===== config.mk =====
export PLATFORM = sky130hd
export DESIGN_NAME = muldiv_unit
export DESIGN_NICKNAME = d
export VERILOG_FILES = /design/src/rtl/muldiv_pkg.sv /design/src/rtl/muldiv_div_step.sv /design/src/rtl/muldiv_unit.sv
export SDC_FILE = /design/constraint.sdc
export NUM_CORES = 2
export LEC_CHECK = 0
export BUFFER_PORTS_ARGS = -buffer_cell sky130_fd_sc_hd__buf_4
export CORE_MARGIN = 8
export CORE_UTILIZATION = 30
export DETAILED_ROUTE_END_ITERATION = 8
export PLACE_DENSITY = 0.49
export SLEW_MARGIN = 30
export SYNTH_ARGS = -nofsm -noshare
export SYNTH_HDL_FRONTEND = slang
export SYNTH_SLANG_ARGS = --single-unit

===== constraint.sdc =====
create_clock -name clk -period 8.5 [get_ports clk]
set_input_delay 0.85 -clock clk [delete_from_list [all_inputs] [get_ports clk]]
set_output_delay 0.85 -clock clk [all_outputs]
set_load 0.02 [all_outputs]

===== src/rtl/muldiv_pkg.sv =====
// muldiv_pkg: shared encodings and helpers for the iterative multiply/divide unit.
// The optional early-termination build is selected with MULDIV_EARLY_TERM_EN.
package muldiv_pkg;

   // Widest value the negate helper handles; covers 2*WIDTH for WIDTH <= 64.
   localparam int unsigned MD_MAXW = 128;

   typedef enum logic [1:0] {
      MD_MUL  = 2'd0,
      MD_MADD = 2'd1,
      MD_MSUB = 2'd2,
      MD_DIV  = 2'd3
   } md_op_t;

   typedef enum logic [2:0] {
      ST_IDLE,
      ST_MUL,
      ST_DIV,
      ST_FIX,
      ST_ACC
   } md_state_t;

   // Two's-complement negate; callers truncate to their own width, and the low
   // bits of a wide negate equal the negate of the low bits.
   function automatic logic [MD_MAXW-1:0] md_negate(input logic [MD_MAXW-1:0] v);
      return ~v + MD_MAXW'(1);
   endfunction

endpackage


===== src/rtl/muldiv_div_step.sv =====
// muldiv_div_step: one combinational restoring-division iteration.
// Shifts the next dividend bit into the partial remainder and subtracts the
// divisor when it fits, producing one quotient bit.
module muldiv_div_step
   import muldiv_pkg::*;
#(
   parameter int unsigned WIDTH = 32
) (
   input  logic [WIDTH-1:0] rem_i,
   input  logic             bit_i,
   input  logic [WIDTH-1:0] divisor_i,
   output logic [WIDTH-1:0] rem_o,
   output logic             q_o
);

   logic [WIDTH:0] shifted;
   logic [WIDTH:0] diff;

   // Trial subtract: remainder < divisor keeps shifted < 2*divisor, so the
   // extra top bit of the difference is a clean borrow flag.
   always_comb begin
      shifted = {rem_i, bit_i};
      diff    = shifted - {1'b0, divisor_i};
      q_o     = ~diff[WIDTH];
      rem_o   = q_o ? diff[WIDTH-1:0] : shifted[WIDTH-1:0];
   end

endmodule


===== src/rtl/muldiv_unit.sv =====
// muldiv_unit: iterative MULT/MADD/MSUB/DIV unit for the execute stage.
// Optional macro MULDIV_EARLY_TERM_EN shortens latency for small operands.
module muldiv_unit
   import muldiv_pkg::*;
#(
   parameter int unsigned WIDTH    = 32,
   parameter int unsigned MUL_STEP = 4
) (
   input  logic               clk,
   input  logic               rst,
   input  logic               start,
   input  logic [1:0]         op,
   input  logic               is_signed,
   input  logic [WIDTH-1:0]   src1_in,
   input  logic [WIDTH-1:0]   src2_in,
   input  logic [2*WIDTH-1:0] hilo_in,
   input  logic               annul_in,
   output logic               stall_req,
   output logic               done,
   output logic [WIDTH-1:0]   hi_out,
   output logic [WIDTH-1:0]   lo_out,
   output logic               div_zero
);

   localparam int unsigned DW       = 2 * WIDTH;
   localparam int unsigned MUL_ITER = WIDTH / MUL_STEP;
   localparam int unsigned CW       = $clog2(WIDTH);

   md_state_t       state_q;
   md_op_t          op_q;
   logic [DW-1:0]   mcand_sh_q;   // shifted multiplicand; low WIDTH bits hold divisor in DIV
   logic [WIDTH-1:0] mplier_q;    // multiplier in MUL, dividend/quotient shifter in DIV
   logic [DW-1:0]   partial_q;    // product accumulator; low WIDTH bits are remainder in DIV
   logic [DW-1:0]   prod_q;
   logic [DW-1:0]   hilo_q;
   logic [CW-1:0]   cnt_q;
   logic            neg_q, rneg_q;
   logic [WIDTH-1:0] hi_q, lo_q;
   logic            done_q, dz_q;
`ifdef MULDIV_EARLY_TERM_EN
   logic            norm_q;
   logic [CW-1:0]   lz;
`endif

   md_op_t          op_in;
   logic            sign1, sign2;
   logic [WIDTH-1:0] mag1, mag2;
   logic [DW-1:0]   term, prod_next, prod_fix, acc;
   logic [WIDTH-1:0] mplier_rest;
   logic            mul_last;
   logic [WIDTH-1:0] rem_nx, quot_nx, q_fix, r_fix;
   logic            qbit;

   muldiv_div_step #(.WIDTH(WIDTH)) u_div_step (
      .rem_i     (partial_q[WIDTH-1:0]),
      .bit_i     (mplier_q[WIDTH-1]),
      .divisor_i (mcand_sh_q[WIDTH-1:0]),
      .rem_o     (rem_nx),
      .q_o       (qbit)
   );

   // Operand magnitudes, one multiply/divide iteration, sign fix and accumulate.
   always_comb begin
      op_in       = md_op_t'(op);
      sign1       = is_signed & src1_in[WIDTH-1];
      sign2       = is_signed & src2_in[WIDTH-1];
      mag1        = sign1 ? WIDTH'(md_negate(MD_MAXW'(src1_in))) : src1_in;
      mag2        = sign2 ? WIDTH'(md_negate(MD_MAXW'(src2_in))) : src2_in;
      term        = mcand_sh_q * DW'(mplier_q[MUL_STEP-1:0]);
      prod_next   = partial_q + term;
      prod_fix    = neg_q ? DW'(md_negate(MD_MAXW'(prod_next))) : prod_next;
      mplier_rest = mplier_q >> MUL_STEP;
`ifdef MULDIV_EARLY_TERM_EN
      mul_last    = (cnt_q == '0) || (mplier_rest == '0);
`else
      mul_last    = (cnt_q == '0);
`endif
      quot_nx     = {mplier_q[WIDTH-2:0], qbit};
      q_fix       = neg_q ? WIDTH'(md_negate(MD_MAXW'(quot_nx))) : quot_nx;
      r_fix       = rneg_q ? WIDTH'(md_negate(MD_MAXW'(rem_nx))) : rem_nx;
      acc         = (op_q == MD_MSUB) ? (hilo_q - prod_q) : (hilo_q + prod_q);
   end

`ifdef MULDIV_EARLY_TERM_EN
   // Leading-zero count of the dividend, clamped so at least one iteration runs.
   always_comb begin
      lz = CW'(WIDTH - 1);
      for (int unsigned i = 0; i < WIDTH; i++) begin
         if (mplier_q[i]) lz = CW'(WIDTH - 1 - i);
      end
   end
`endif

   // Control FSM and datapath registers; results and done are written on the
   // edge entering the done cycle so they are registered outputs.
   always_ff @(posedge clk) begin
      if (rst) begin
         state_q    <= ST_IDLE;
         op_q       <= MD_MUL;
         mcand_sh_q <= '0;
         mplier_q   <= '0;
         partial_q  <= '0;
         prod_q     <= '0;
         hilo_q     <= '0;
         cnt_q      <= '0;
         neg_q      <= 1'b0;
         rneg_q     <= 1'b0;
         hi_q       <= '0;
         lo_q       <= '0;
         done_q     <= 1'b0;
         dz_q       <= 1'b0;
`ifdef MULDIV_EARLY_TERM_EN
         norm_q     <= 1'b0;
`endif
      end else if (annul_in) begin
         state_q <= ST_IDLE;
         done_q  <= 1'b0;
         dz_q    <= 1'b0;
      end else begin
         done_q <= 1'b0;
         dz_q   <= 1'b0;
         case (state_q)
            ST_IDLE: if (start) begin
               op_q      <= op_in;
               hilo_q    <= hilo_in;
               partial_q <= '0;
               if (op_in == MD_DIV) begin
                  if (src2_in == '0) begin
                     hi_q    <= src1_in;
                     lo_q    <= '1;
                     dz_q    <= 1'b1;
                     done_q  <= 1'b1;
                     state_q <= ST_FIX;
                  end else begin
                     mcand_sh_q <= DW'(mag2);
                     mplier_q   <= mag1;
                     neg_q      <= sign1 ^ sign2;
                     rneg_q     <= sign1;
                     cnt_q      <= CW'(WIDTH - 1);
                     state_q    <= ST_DIV;
`ifdef MULDIV_EARLY_TERM_EN
                     norm_q     <= 1'b1;
`endif
                  end
               end else begin
                  mcand_sh_q <= DW'(mag1);
                  mplier_q   <= mag2;
                  neg_q      <= sign1 ^ sign2;
                  rneg_q     <= 1'b0;
                  cnt_q      <= CW'(MUL_ITER - 1);
                  state_q    <= ST_MUL;
               end
            end
            ST_MUL: begin
               partial_q  <= prod_next;
               mcand_sh_q <= mcand_sh_q << MUL_STEP;
               mplier_q   <= mplier_rest;
               cnt_q      <= cnt_q - CW'(1);
               if (mul_last) begin
                  state_q <= ST_FIX;
                  if (op_q == MD_MUL) begin
                     {hi_q, lo_q} <= prod_fix;
                     done_q       <= 1'b1;
                  end else begin
                     prod_q <= prod_fix;
                  end
               end
            end
            ST_DIV: begin
`ifdef MULDIV_EARLY_TERM_EN
               if (norm_q) begin
                  // Leading zero dividend bits give zero quotient bits and leave the
                  // remainder at 0, so shift them out in one cycle.
                  norm_q   <= 1'b0;
                  mplier_q <= mplier_q << lz;
                  cnt_q    <= CW'(WIDTH - 1) - lz;
               end else
`endif
               begin
                  partial_q <= DW'(rem_nx);
                  mplier_q  <= quot_nx;
                  cnt_q     <= cnt_q - CW'(1);
                  if (cnt_q == '0) begin
                     lo_q    <= q_fix;
                     hi_q    <= r_fix;
                     done_q  <= 1'b1;
                     state_q <= ST_FIX;
                  end
               end
            end
            ST_FIX: begin
               if (op_q == MD_MADD || op_q == MD_MSUB) begin
                  {hi_q, lo_q} <= acc;
                  done_q       <= 1'b1;
                  state_q      <= ST_ACC;
               end else begin
                  state_q <= ST_IDLE;
               end
            end
            ST_ACC:  state_q <= ST_IDLE;
            default: state_q <= ST_IDLE;
         endcase
      end
   end

   assign stall_req = (state_q != ST_IDLE);
   assign done      = done_q;
   assign div_zero  = dz_q;
   assign hi_out    = hi_q;
   assign lo_out    = lo_q;

endmodule

==> key figures <==
Run status
  • Status: finished clean

Critical path
  • Largest stage delay, worst path: approximately 0.8 ns
  • Worst path slowest cell: dfxtp_2
  • Crit-path max FO: 34
  • CP dominant cell by count: fa_1
  • CP top delay family: simple AND/OR/NAND/NOR gates
  • Critical Path Start Type: flop
  • Buf+Inv Stages, Crit Path: 4
  • Critical Path RT: 9.06 ns
  • Critical-path cell list: and2_1, fa_1, fa_1, inv_1, fa_1, inv_1, ha_1, nand4_1, nor3_2, and3_1, or3_4, xor2_1, buf_4, or3b_1, nor4_2, nand4_1, or3b_1, buf_4, o31ai_2, xor2_1, a221oi_1, nor4_1
  • Crit end category: flop
  • Crit path arrival time: 8.74 ns
  • Setup CP Type: reg2reg

Pwr
  • PwrDens: 169 mW/mm^2
  • Leak: 0.0177 uW
  • VDD IR max: ~0.15 mV

Route
  • Remaining DRCs: 0
  • Uppermost routed layer: met5
  • DR vias/cell: 5.73
  • Routed wl met2: ~79 mm
  • Drt total wl: approximately 180 mm
  • DR vias: just over 40000
  • DRT iter0 DRCs: around 3800
  • DRT Pass-1 Iters: 6
  • Routed len/inst: approximately 26 um
  • Final ANT Viol Nets: 0
  • WL met1: ~78 mm
  • Met3 WL: 17.1 mm

Logic synthesis
  • Syn Inst Count: 5292
  • Post-synth EDFFs: 0
  • Yosys cell types: 103
  • Post-synth top area cell: dfxtp_1
  • Post-synthesis sequential area ratio: 19.0%
  • Post-Synth Adder-Cell Area: 15.1%
  • Synthesized area: 0.0386 mm^2
  • Mapped Nets: a little under 6000
  • Synth Warn #: 0
  • Synth Area in XOR/XNOR: 8.34%
  • Simple-gate share of the synthesized area: between 20% and 30%
  • Synth Area in Compound Gates: 26.1%
  • Flops & latches, synth: 366
  • Most used DFF post-synth: dfxtp_1
  • Post-synthesis async set-or-reset flop share: 0%
  • Area contributors post-synth: dfxtp_1, fa_1, a21oi_1, nand2_1, xnor2_1
  • Mux cell area share after synthesis: 0.607%
  • Post-synthesis average cell area: ~7.3 um^2
  • Largest family of logic cells by synthesized area: compound AO/OA/AOI/OAI gates
  • Share of the synthesized area in the top cell type: 19.0%

Finish
  • Layout cells sized above 1: slightly above 9%
  • Final net count: 5806
  • Area grow syn2layout: 13.1%

Global route
  • Vias in the first global route: 38582
  • Largest net degree at the start of global routing: 105
  • Total GRT Usage: roughly a quarter
  • Initial antenna violation count: 12
  • First-pass GRT wire length: 264 mm
  • Overflow after GRT: 0

Clock tree
  • Hold Buf Count CTS: 0
  • H-tree Lvls: 2
  • Setup Buffers After CTS: 0
  • Latest clock arrival within the worst-skew pair: 0.67 ns
  • Resize count post-CTS: 0
  • Clock Path Buffers: 3
  • Total CTS buffers: 51
  • Root Driver: clkbuf_16
  • Clock transition at path regs: roughly 0.060 ns
  • CTS tree: built
  • Clock sink count: 366

Timing
  • Final min period: 8.19 ns
  • Fin Clk Skew: 0.0358 ns
  • Unrepaired setup endpoints after global routing: no
  • Max-slew violation total from the final report: 0
  • Worst slew pin tran: 1.15 ns
  • TNS Setup: 0 ns
  • Final Setup Violations: 0
  • Slew HR: 23.3%
  • Hold Vio Cnt, Final: 0
  • Worst hold slack: 0.452 ns
  • Max Clk Rate: around 0.12 GHz
  • Tcrit/Tclk final: 96.3%

Floorplanning
  • Horiz. Die Dim: roughly 370 um
  • Die height: around 370 um
  • Core ar.: between 0.1 and 0.15 mm^2
  • IO Pins: 202
  • Initial Utilization: 30.2%
  • Die area: 0.140 mm^2
  • Cell Rows: ~130

Min path
  • Hold Crit Class: in2reg

Job
  • Max-cap violation count: 0

Placement
  • PortBufs: between 200 and 250
  • Gp weighted congestion: a little over 1
  • Post-DP HPWL: 144 mm
## cells in the mapped netlist, types with 13 or more instances
cell type and instances:
a21o_1 81, nor3b_1 13, and3_1 35, and4_1 13, o21ai_0 308, a311oi_1 26
nor2b_1 23, o211ai_1 56, o31ai_1 43, nor4_1 50, xor2_1 114, dfxtp_1 366
nand3_1 109, a31oi_1 46, nand2_1 614, ha_1 172, a21oi_1 513, o21bai_1 21
and2_1 233, fa_1 184, o21ai_1 24, nor2_1 478, o21a_1 31, buf_1 20
o2111ai_1 16, or2_2 17, a211oi_1 115, or4_1 26, o221ai_1 18, nand4_1 60
xnor2_1 253, inv_1 375, mux2i_1 20, buf_2 26, a221oi_1 55, or3_1 49
nor3_1 117, clkbuf_1 280, nand2b_1 29, a22oi_1 51
## metal layers
metal / global-route usage, % / vias to the layer above
li1: - / 18653
met1: 32.7 / 19715
met2: 38.5 / 1601
met3: 6.32 / 256
met4: 8.68 / 6
met5: 0 / -
## path summary, 6_finish.rpt
kind | endpoint | depth (start not counted) | slack (ns) | startpoint
min reg2reg | mcand_sh_q[63] | 2 | 0.45 | mcand_sh_q[63]
max reg2reg | hi_out[22] | 22 | 0.31 | mplier_q[2]
min | hilo_q[59] | 3 | 0.45 | hilo_in[59]
max | hi_out[22] | 22 | 0.31 | mplier_q[2]
## kinds of logic after synthesis
| logic type | Yosys count |
|---|---|
| AOI/OAI and AO/OA | 1563 |
| xor gates and xnor gates | 367 |
| adders and majority gates | 356 |
| buffers and inverters | 709 |
| DFF | 366 |
| muxes | 23 |
| and+or+nand+nor | 1908 |
## tightest hold or removal path, delay by kind of cell
family	cells	cell delay (ns)
and+or+nand+nor	1	0.04
buffers and inverters	1	0.11
AOI/OAI and AO/OA	1	0.05
## flip-flops by register name, indices dropped and copies added (netlist names)
name        count
mcand_sh_q     64
div_zero        1
rneg_q          1
mplier_q       32
hi_out         32
partial_q      64
hilo_q         64
cnt_q           5
prod_q         64
op_q            2
state_q         3
neg_q           1
lo_out         32
done            1
## stage by stage
step	setup slack, ns	cells	instance area [um^2]	total power, uW	util (%)
finish	0.312	7023	43600	7390	34.2
global route	0.196	7017	43600	7700	34.2
CTS	0.353	7017	43600	7380	34.2
detailed placement	0.440	6924	41800	4960	32.7
global placement	0.215	6924	41700	4950	32.7
floorplan	2.01	5292	38600	3730	-
## cell usage in the layout (no fill, tap or decap), types with 81 or more instances in the layout
master    netlist  final
a211oi_1      115    115
a21o_1         81     81
a21oi_1       513    512
and2_1        233    232
buf_4           0    299
dfxtp_1       366    362
fa_1          184    184
ha_1          172    171
inv_1         375    374
nand2_1       614    612
nand3_1       109    109
nor2_1        478    476
nor3_1        117    111
o21ai_0       308    307
xnor2_1       253    246
xor2_1        114    111
## where the power goes
| part | switching, uW | internal (uW) | leakage (uW) |
|---|---|---|---|
| combinational | 2110 | 980 | 0.0138 |
| clock | 941 | 1450 | 0.000889 |
| sequential | 116 | 1790 | 0.00298 |
| total | 3170 | 4220 | 0.0177 |
## cell type report
cell class	instances	area (um^2)
Fill cell	13861	83900
Multi-Input combinational cell	4217	28700
Sequential cell	366	7330
Timing Repair Buffer	301	2270
Tap cell	1662	2080
Clock buffer	72	1480
Inverter	378	1420
Clock inverter	21	340
Antenna cell	6	15.0
(Power assumes the default switching activity.)
